## src/rtl/effect_param_ctrl.sv

```systemverilog
`default_nettype none
// +----------------------------------------------------------------------+
// | Module   : effect_param_ctrl                                         |
// | Purpose  : Host-side parameter staging for a bitcrush + delay effect |
// |            chain. Host writes land in shadow registers; a commit     |
// |            applies them to the live outputs on an audio sample       |
// |            boundary, optionally ramping the feedback/wet amounts.    |
// | Config   : define EFFECT_PARAM_CTRL_RAMP_EN to enable amount ramping |
// |            and click-free delay enable/disable sequencing.           |
// | Ports    : clk, rst (sync, active-high)                              |
// |            wr_valid/wr_ready/wr_addr/wr_data - host write channel    |
// |            commit          - apply staged values                     |
// |            sample_valid    - audio sample strobe (timebase)          |
// |            busy            - commit in progress                      |
// |            enable_bitcrush, enable_delay, bit_depth,                 |
// |            delay_num_samples, delay_feedback_amount,                 |
// |            delay_effect_amount - live effect parameters              |
// | Revision : 1.0 - initial release                                     |
// +----------------------------------------------------------------------+
module effect_param_ctrl #(
   parameter int RAMP_STEP     = 4,
   parameter int BIT_DEPTH_RST = 24
) (
   input  logic        clk,
   input  logic        rst,
   input  logic        wr_valid,
   output logic        wr_ready,
   input  logic [2:0]  wr_addr,
   input  logic [15:0] wr_data,
   input  logic        commit,
   input  logic        sample_valid,
   output logic        busy,
   output logic        enable_bitcrush,
   output logic        enable_delay,
   output logic [4:0]  bit_depth,
   output logic [15:0] delay_num_samples,
   output logic [7:0]  delay_feedback_amount,
   output logic [7:0]  delay_effect_amount
);

   typedef enum logic [1:0] {
      IDLE    = 2'd0,
      PENDING = 2'd1,
      RAMP    = 2'd2
   } state_t;

   localparam logic [7:0]  STEP      = 8'(RAMP_STEP);
   localparam logic [4:0]  DEPTH_RST = 5'(BIT_DEPTH_RST);
   localparam logic [15:0] NUM_RST   = 16'd4800;

   // One ramp step toward tgt, clamped so it never overshoots or wraps.
   function automatic logic [7:0] ramp_toward(input logic [7:0] cur, input logic [7:0] tgt);
      logic [7:0] diff;
      if (cur < tgt) begin
         diff        = tgt - cur;
         ramp_toward = (diff > STEP) ? cur + STEP : tgt;
      end else begin
         diff        = cur - tgt;
         ramp_toward = (diff > STEP) ? cur - STEP : tgt;
      end
   endfunction

   state_t      state_q, state_d;
   logic        first_q, first_d;        // set during the PENDING entry cycle
   logic        en_bc_q, en_bc_d;
   logic        en_dl_q, en_dl_d;
   logic [4:0]  depth_q, depth_d;
   logic [15:0] num_q, num_d;
   logic [7:0]  fb_q, fb_d;
   logic [7:0]  fx_q, fx_d;
   logic        sh_en_bc_q, sh_en_bc_d;
   logic        sh_en_dl_q, sh_en_dl_d;
   logic [4:0]  sh_depth_q, sh_depth_d;
   logic [15:0] sh_num_q, sh_num_d;
   logic [7:0]  sh_fb_q, sh_fb_d;
   logic [7:0]  sh_fx_q, sh_fx_d;
   logic [7:0]  fb_tgt_q, fb_tgt_d;
   logic [7:0]  fx_tgt_q, fx_tgt_d;
   logic        dis_pend_q, dis_pend_d;  // delay disable waiting for wet amount to reach 0

   always_comb begin
      state_d    = state_q;
      first_d    = first_q;
      en_bc_d    = en_bc_q;
      en_dl_d    = en_dl_q;
      depth_d    = depth_q;
      num_d      = num_q;
      fb_d       = fb_q;
      fx_d       = fx_q;
      sh_en_bc_d = sh_en_bc_q;
      sh_en_dl_d = sh_en_dl_q;
      sh_depth_d = sh_depth_q;
      sh_num_d   = sh_num_q;
      sh_fb_d    = sh_fb_q;
      sh_fx_d    = sh_fx_q;
      fb_tgt_d   = fb_tgt_q;
      fx_tgt_d   = fx_tgt_q;
      dis_pend_d = dis_pend_q;

      // Host writes only touch shadows and are only accepted in IDLE.
      if (wr_valid && (state_q == IDLE)) begin
         case (wr_addr)
            3'd0: begin
               sh_en_bc_d = wr_data[0];
               sh_en_dl_d = wr_data[1];
            end
            3'd1: sh_depth_d = (wr_data[4:0] == 5'd0) ? 5'd1 : wr_data[4:0];
            3'd2: sh_num_d   = wr_data;
            3'd3: sh_fb_d    = wr_data[7:0];
            3'd4: sh_fx_d    = wr_data[7:0];
            default: ;
         endcase
      end

      case (state_q)
         IDLE: begin
            if (commit) begin
               state_d = PENDING;
               first_d = 1'b1;
            end
         end
         PENDING: begin
            first_d = 1'b0;
            if (sample_valid && !first_q) begin
               en_bc_d = sh_en_bc_q;
               depth_d = sh_depth_q;
               num_d   = sh_num_q;
`ifdef EFFECT_PARAM_CTRL_RAMP_EN
               fb_tgt_d = sh_fb_q;
               fx_tgt_d = sh_fx_q;
               if (sh_en_dl_q && !en_dl_q) begin
                  // Turning the delay on: start the wet path silent.
                  en_dl_d = 1'b1;
                  fx_d    = 8'd0;
               end else if (!sh_en_dl_q && en_dl_q) begin
                  // Turning the delay off: fade wet to 0 before dropping enable.
                  fx_tgt_d   = 8'd0;
                  dis_pend_d = 1'b1;
               end
               state_d = RAMP;
`else
               en_dl_d = sh_en_dl_q;
               fb_d    = sh_fb_q;
               fx_d    = sh_fx_q;
               state_d = IDLE;
`endif
            end
         end
         RAMP: begin
            if (sample_valid) begin
               fb_d = ramp_toward(fb_q, fb_tgt_q);
               fx_d = ramp_toward(fx_q, fx_tgt_q);
            end
            if (dis_pend_q && (fx_q == 8'd0)) begin
               en_dl_d    = 1'b0;
               dis_pend_d = 1'b0;
            end
            if ((fb_q == fb_tgt_q) && (fx_q == fx_tgt_q) && !dis_pend_q) begin
               state_d = IDLE;
            end
         end
         default: state_d = IDLE;
      endcase
   end

   always_ff @(posedge clk) begin
      if (rst) begin
         state_q    <= IDLE;
         first_q    <= 1'b0;
         en_bc_q    <= 1'b0;
         en_dl_q    <= 1'b0;
         depth_q    <= DEPTH_RST;
         num_q      <= NUM_RST;
         fb_q       <= 8'd0;
         fx_q       <= 8'd0;
         sh_en_bc_q <= 1'b0;
         sh_en_dl_q <= 1'b0;
         sh_depth_q <= DEPTH_RST;
         sh_num_q   <= NUM_RST;
         sh_fb_q    <= 8'd0;
         sh_fx_q    <= 8'd0;
         fb_tgt_q   <= 8'd0;
         fx_tgt_q   <= 8'd0;
         dis_pend_q <= 1'b0;
      end else begin
         state_q    <= state_d;
         first_q    <= first_d;
         en_bc_q    <= en_bc_d;
         en_dl_q    <= en_dl_d;
         depth_q    <= depth_d;
         num_q      <= num_d;
         fb_q       <= fb_d;
         fx_q       <= fx_d;
         sh_en_bc_q <= sh_en_bc_d;
         sh_en_dl_q <= sh_en_dl_d;
         sh_depth_q <= sh_depth_d;
         sh_num_q   <= sh_num_d;
         sh_fb_q    <= sh_fb_d;
         sh_fx_q    <= sh_fx_d;
         fb_tgt_q   <= fb_tgt_d;
         fx_tgt_q   <= fx_tgt_d;
         dis_pend_q <= dis_pend_d;
      end
   end

   assign wr_ready              = (state_q == IDLE);
   assign busy                  = (state_q != IDLE);
   assign enable_bitcrush       = en_bc_q;
   assign enable_delay          = en_dl_q;
   assign bit_depth             = depth_q;
   assign delay_num_samples     = num_q;
   assign delay_feedback_amount = fb_q;
   assign delay_effect_amount   = fx_q;

endmodule
`default_nettype wire

```

## config.mk

```make
export PLATFORM = sky130hd
export DESIGN_NAME = effect_param_ctrl
export DESIGN_NICKNAME = d
export VERILOG_FILES = /design/src/rtl/effect_param_ctrl.sv
export SDC_FILE = /design/constraint.sdc
export NUM_CORES = 1
export LEC_CHECK = 0
export CORE_MARGIN = 5
export CORE_UTILIZATION = 40
export CTS_CLUSTER_DIAMETER = 50
export DETAILED_ROUTE_END_ITERATION = 6
export GPL_ROUTABILITY_DRIVEN = 0
export MAX_ROUTING_LAYER = met4
export PLACE_DENSITY = 0.62
export RECOVER_POWER = 100
export SETUP_SLACK_MARGIN = 0.3
export SLEW_MARGIN = 0
export SYNTH_ARGS = -nofsm -noshare
export SYNTH_HDL_FRONTEND = slang
export SYNTH_SLANG_ARGS = --single-unit
```

## constraint.sdc

```tcl
create_clock -name clk -period 1.5 [get_ports clk]
set_input_delay 0.15 -clock clk [delete_from_list [all_inputs] [get_ports clk]]
set_output_delay 0.15 -clock clk [all_outputs]
set_load 0.005 [all_outputs]
```

# == Yosys cells after proc, flatten, opt, wreduce, memory -nomap -nowiden ==
# Index checks and enable logic that the tools add are counted.
# op_classes
n_addsub,6
bitwise,1
reduce_logical,22
eq_ne,10
n_mux,21
n_lt_le_gt_ge,6
# ops
operator,count
$mux W8,10
$gt A8 B3 Y1 const B,4
$pmux W8 S2,2
$add A8 B3 Y8 const B,2
$logic_not A8 Y1,2
$lt A8 B1 Y1 const B,2
$sub A1 B8 Y8 const A,2
$sub A8 B3 Y8 const B,2
$reduce_and A2 Y1,7
$reduce_and A3 Y1,3
$eq A3 B2 Y1 const B,2
$mux W2,3
$ne A2 B2 Y1 const B,3
$pmux W2 S3,1
$reduce_bool A2 Y1,3
$logic_not A5 Y1,1
$mux W5,1
$eq A3 B1 Y1 const B,1
$eq A3 B3 Y1 const B,1
$logic_and A1 B1 Y1,3
$logic_not A3 Y1,1
$mux W1,3
$eq A2 B1 Y1 const B,1
$eq A2 B2 Y1 const B,1
other kinds (5),5
# word_totals
register_bits,81

# == Longest topological paths before layout ==
# depth
word_depth,6
depth_mapped,5

# == Worst setup path after synthesis ==
# No wires, ideal clock.
# synth_path
path_type,flip-flop to flip-flop
startpoint,register state_q[0]
endpoint,register sh_num_q[10]
path_buffers,2
path_slack_ps,205
required_time_ps,1428
arrival_time_ps,1223
path_stages_with_launch,6
path_cell_list,dfxtp_1 nor3b_2 nor3b_2 buf_4 buf_6 mux2i_1
# synth_via
elab_chain_cells,3
# synth_rtl
item,line,rtl
"start, declared",63,"state_t state_q, state_d;"
"start signal, assigned",186,state_q <= state_d;
$logic_not A2 Y1,101,if (wr_valid && (state_q == IDLE)) begin
$logic_and A1 B1 Y1,101,
$reduce_and A2 Y1 (no source line),-,
"end signal, assigned",197,sh_num_q <= sh_num_d;
"end, declared",74,"logic [15:0] sh_num_q, sh_num_d;"
# No other way between the ends.
# A chain may end at the register's enable or synchronous reset.

# == Worst setup path in the final report ==
# layout_path
startpoint,register state_q[0]
endpoint,register sh_fb_q[6]
# layout_via
elab_chain_cells,3
# layout_rtl
item,line,rtl
$logic_not A2 Y1,101,
$logic_and A1 B1 Y1,101,
$reduce_and A2 Y1 (no source line),-,
"end signal, assigned",180,sh_fb_q <= 8'd0;
"end signal, assigned",198,sh_fb_q <= sh_fb_d;
"end, declared",75,"logic [7:0] sh_fb_q, sh_fb_d;"
# No other way between the ends.

==> qor.yml <==
outcome:
  status: "finished, final reports clean"
sta:
  grt_setup_unrepaired: "yes"
  max_freq_mhz: 723.1
  timing_hold_violations_final: 0
  finalMaxSlewViolations: 0
  final.period_utilization: 0.9220
  finalSetupViolations: 0
  post-route-worst-setup-slack_ps: 117.0
  setup_total_negative_slack_ps: 0
  max_slew.worst_pin.slew_ps: 464.6
  worst_clock_skew_ps: 9.279
  whs_ps: 243.9
  time_the_worst_path_needs_with_i_o_delays_and_setup_ps: 1383
  timing.max_slew.rel_slack: 0.6874
clock_tree:
  cts_hold_bufs: 0
  root_buffer: "clkbuf_8"
  cts-root-to-sink-buffers: 2
  clock_tree.htree_level_count: 3
  worst_setup_hold_path_clk_slew_ps: 80
  clk-insertion-delay-late_ps: 340
  cts_num_sinks: 80
  tritoncts: "built"
  cts_made_buffers: 9
worst_setup_path:
  crit_family: "simple AND/OR/NAND/NOR gates"
  crit_arrival_ps: 1650
  worstPathMaxFanout: 8
  cp_num_cells: 5
  crit_chain: "clkbuf_4 -> and4bb_1 -> buf_12 -> nand3_2 -> a21oi_2"
  worst_setup_path_start_kind: "flop"
  critical-path-max-stage-delay_ps: 420
  crit_required_ps: 1770
  worst_r2r_path_depth: 5
  critPathKind: "flop to flop"
  r2r_start: "state_q[0]$_SDFFE_PP0P_"
  setup.reg_to_reg.worst_slack_ps: 120
  worst_setup_path_end_kind: "flop"
  worst-path-buf-inv: 2
  crit_slowest_cell: "and4bb_1"
  reg2reg_to: "sh_fb_q[6]$_SDFFE_PP0P_"
final_layout:
  post_route_cells_drive_above_1_share: 0.1519
  antenna_diode_instance_count: 0
  most-common-layout-cells: "79 x nand2_1, 79 x dfxtp_1, 40 x dlygate4sd2_1, 37 x a21oi_1, 36 x nand2b_1"
  layout_stage_area_growth_over_the_synthesis_result_pct: 38.27
  util_after_layout: 0.5742
  final-instance-count-excl-fill: 527
  finalNetCount: 448
power:
  leakage_dissipation_nw: 1.687
  ir_drop_v: 0.0004067
  p_per_area_mw_per_mm2: 961.6
global_route:
  grt_first_pass_wirelength_um: 11880
  antenna_found_initial: 0
  pin_count_of_the_biggest_net_entering_global_routing: 41
  grt_pass1_vias: 2488
  grt.total_usage: 0.1553
  overflow: 0
routing:
  wl_per_cell_um: 14.44
  drt_iter0_markers: 91
  route.vias.total: 2566
  remaining_antenna_violation_count: 0
  viasPerCell: 4.869
  final_wirelength_um: 7609
  post-route-drc-count: 0
  detailedRoute.firstPassIterationCount: 4
floorplan:
  design.die.area_mm2: 0.009500
  die_w_um: 97.47
  floorplan.initialDensity: 0.4153
  floorplan.rows: 31
  num_io_pins: 65
  die_h_um: 97.47
  core_mm2: 0.007370
job:
  drv_cap: 0
synth:
  synth_top_family_by_area: "simple AND/OR/NAND/NOR gates"
  synthSimpleGateAreaFrac: 0.2555
  synthesis.instances: 349
  netlist_area_mm2: 0.003060
  synth_nets: 373
  syn-mean-instance-area_um2: 8.769
  synth_sequential_area_ratio: 0.5233
  muxShareOfSynthArea: 0.09158
  synth_compound_gate_area_share: 0.08831
  synth_fa_ha_area_frac: 0
  cell_variety_after_synth: 21
  synth_xor_xnor_area_share: 0
  yosysWarningCount: 0
  synth.ff_latch_count: 80
place:
  place.detailed.instances: 503
  dp_slack_ps: -158.6
  port_buffers: 64
  post-dp-hpwl_um: 4921
hold_path:
  hold_path_depth: 2
  min_path_type: "input port to flop"
  holdCritStartpoint: "rst"
  worst_hold_path.endpoint: "sh_depth_q[2]$_SDFFE_PP0P_"
## final cells by class
| cell class | instances | area, um^2 |
|---|---|---|
| multi-input combinational | 241 | 1456 |
| tap | 99 | 123.9 |
| fill | 703 | 3138 |
| sequential | 80 | 1605 |
| clock buffer | 13 | 178.9 |
| clock inverter | 2 | 12.51 |
| timing repair buffer | 90 | 847.1 |
| inverter | 2 | 7.507 |
## power breakdown
part | switching [mW] | total (mW) | internal (mW)
Combinational | 0.204 | 0.398 | 0.194
Sequential | 0.0220 | 2.18 | 2.16
Clock | 0.719 | 1.49 | 0.771
Total | 0.945 | 4.07 | 3.12
## synth_stat cells
cell	count	area share
dfxtp_1	80	0.52
nand2_1	79	0.097
a21oi_1	44	0.072
nand2b_1	36	0.074
mux2i_1	28	0.092
clkbuf_1	16	0.020
nor2_1	16	0.020
nand3_1	10	0.016
o21ai_0	10	0.016
buf_2	8	0.013
nand3b_1	7	0.017
nor3_1	3	0.0049
inv_1	2	0.0025
nor3b_2	2	0.0082
nor4_1	2	0.0041
and3b_1	1	0.0029
and4bb_2	1	0.0041
buf_4	1	0.0025
buf_6	1	0.0037
nand4_2	1	0.0041
nand4bb_1	1	0.0037
## registers in the layout, indices dropped and copies added (netlist names)
signal	flops
delay_num_samples	16
sh_num_q	16
delay_effect_amount	8
delay_feedback_amount	8
sh_fb_q	8
sh_fx_q	8
bit_depth	5
sh_depth_q	5
enable_bitcrush	1
enable_delay	1
first_q	1
sh_en_bc_q	1
sh_en_dl_q	1
state_q	1
## through the flow
step	cell area (um^2)	power [mW]
final	4232	4.069
after floorplan	3065	2.398
after global placement	3874	2.577
after global routing	4232	4.257
after detailed placement	3874	2.581
after CTS	4073	4.058
## routing by layer
layer  up-vias  global-route usage  wire length (um)  share of wire
met3        10             0.03446               296          0.039
met4         0             0.06070               104          0.014
met1      1202              0.1911              3589           0.47
met5         -                   -                 0              0
li1       1298                   -                 -              -
met2        56              0.2483              3619           0.48
## what timing repair did
action | 4_1_cts | 5_1_grt
cloned | 0 | 5
pin swaps | 0 | 8
resized for setup | 53 | 33
setup buffers | 3 | 1
setup endpoints to repair | 60 | 70
## worst max-delay path by stage
stage                       startpoint                         to
2_1_floorplan  state_q[0]$_SDFFE_PP0P_  sh_num_q[10]$_SDFFE_PP0P_
3_3_place_gp                  wr_valid  sh_num_q[14]$_SDFFE_PP0P_
3_5_place_dp                  wr_valid  sh_num_q[10]$_SDFFE_PP0P_
4_1_cts        state_q[0]$_SDFFE_PP0P_  sh_num_q[12]$_SDFFE_PP1P_
5_1_grt        state_q[0]$_SDFFE_PP0P_    sh_fb_q[6]$_SDFFE_PP0P_
6_report       state_q[0]$_SDFFE_PP0P_    sh_fb_q[6]$_SDFFE_PP0P_
## cell families (layout without fill, tap and decap cells)
family | after synthesis | count (layout)
simple gates | 159 | 159
flops | 80 | 80
compound gates | 54 | 54
mux | 28 | 28
buf+inv | 28 | 107
No activity file was read; power rests on OpenSTA's default activity.
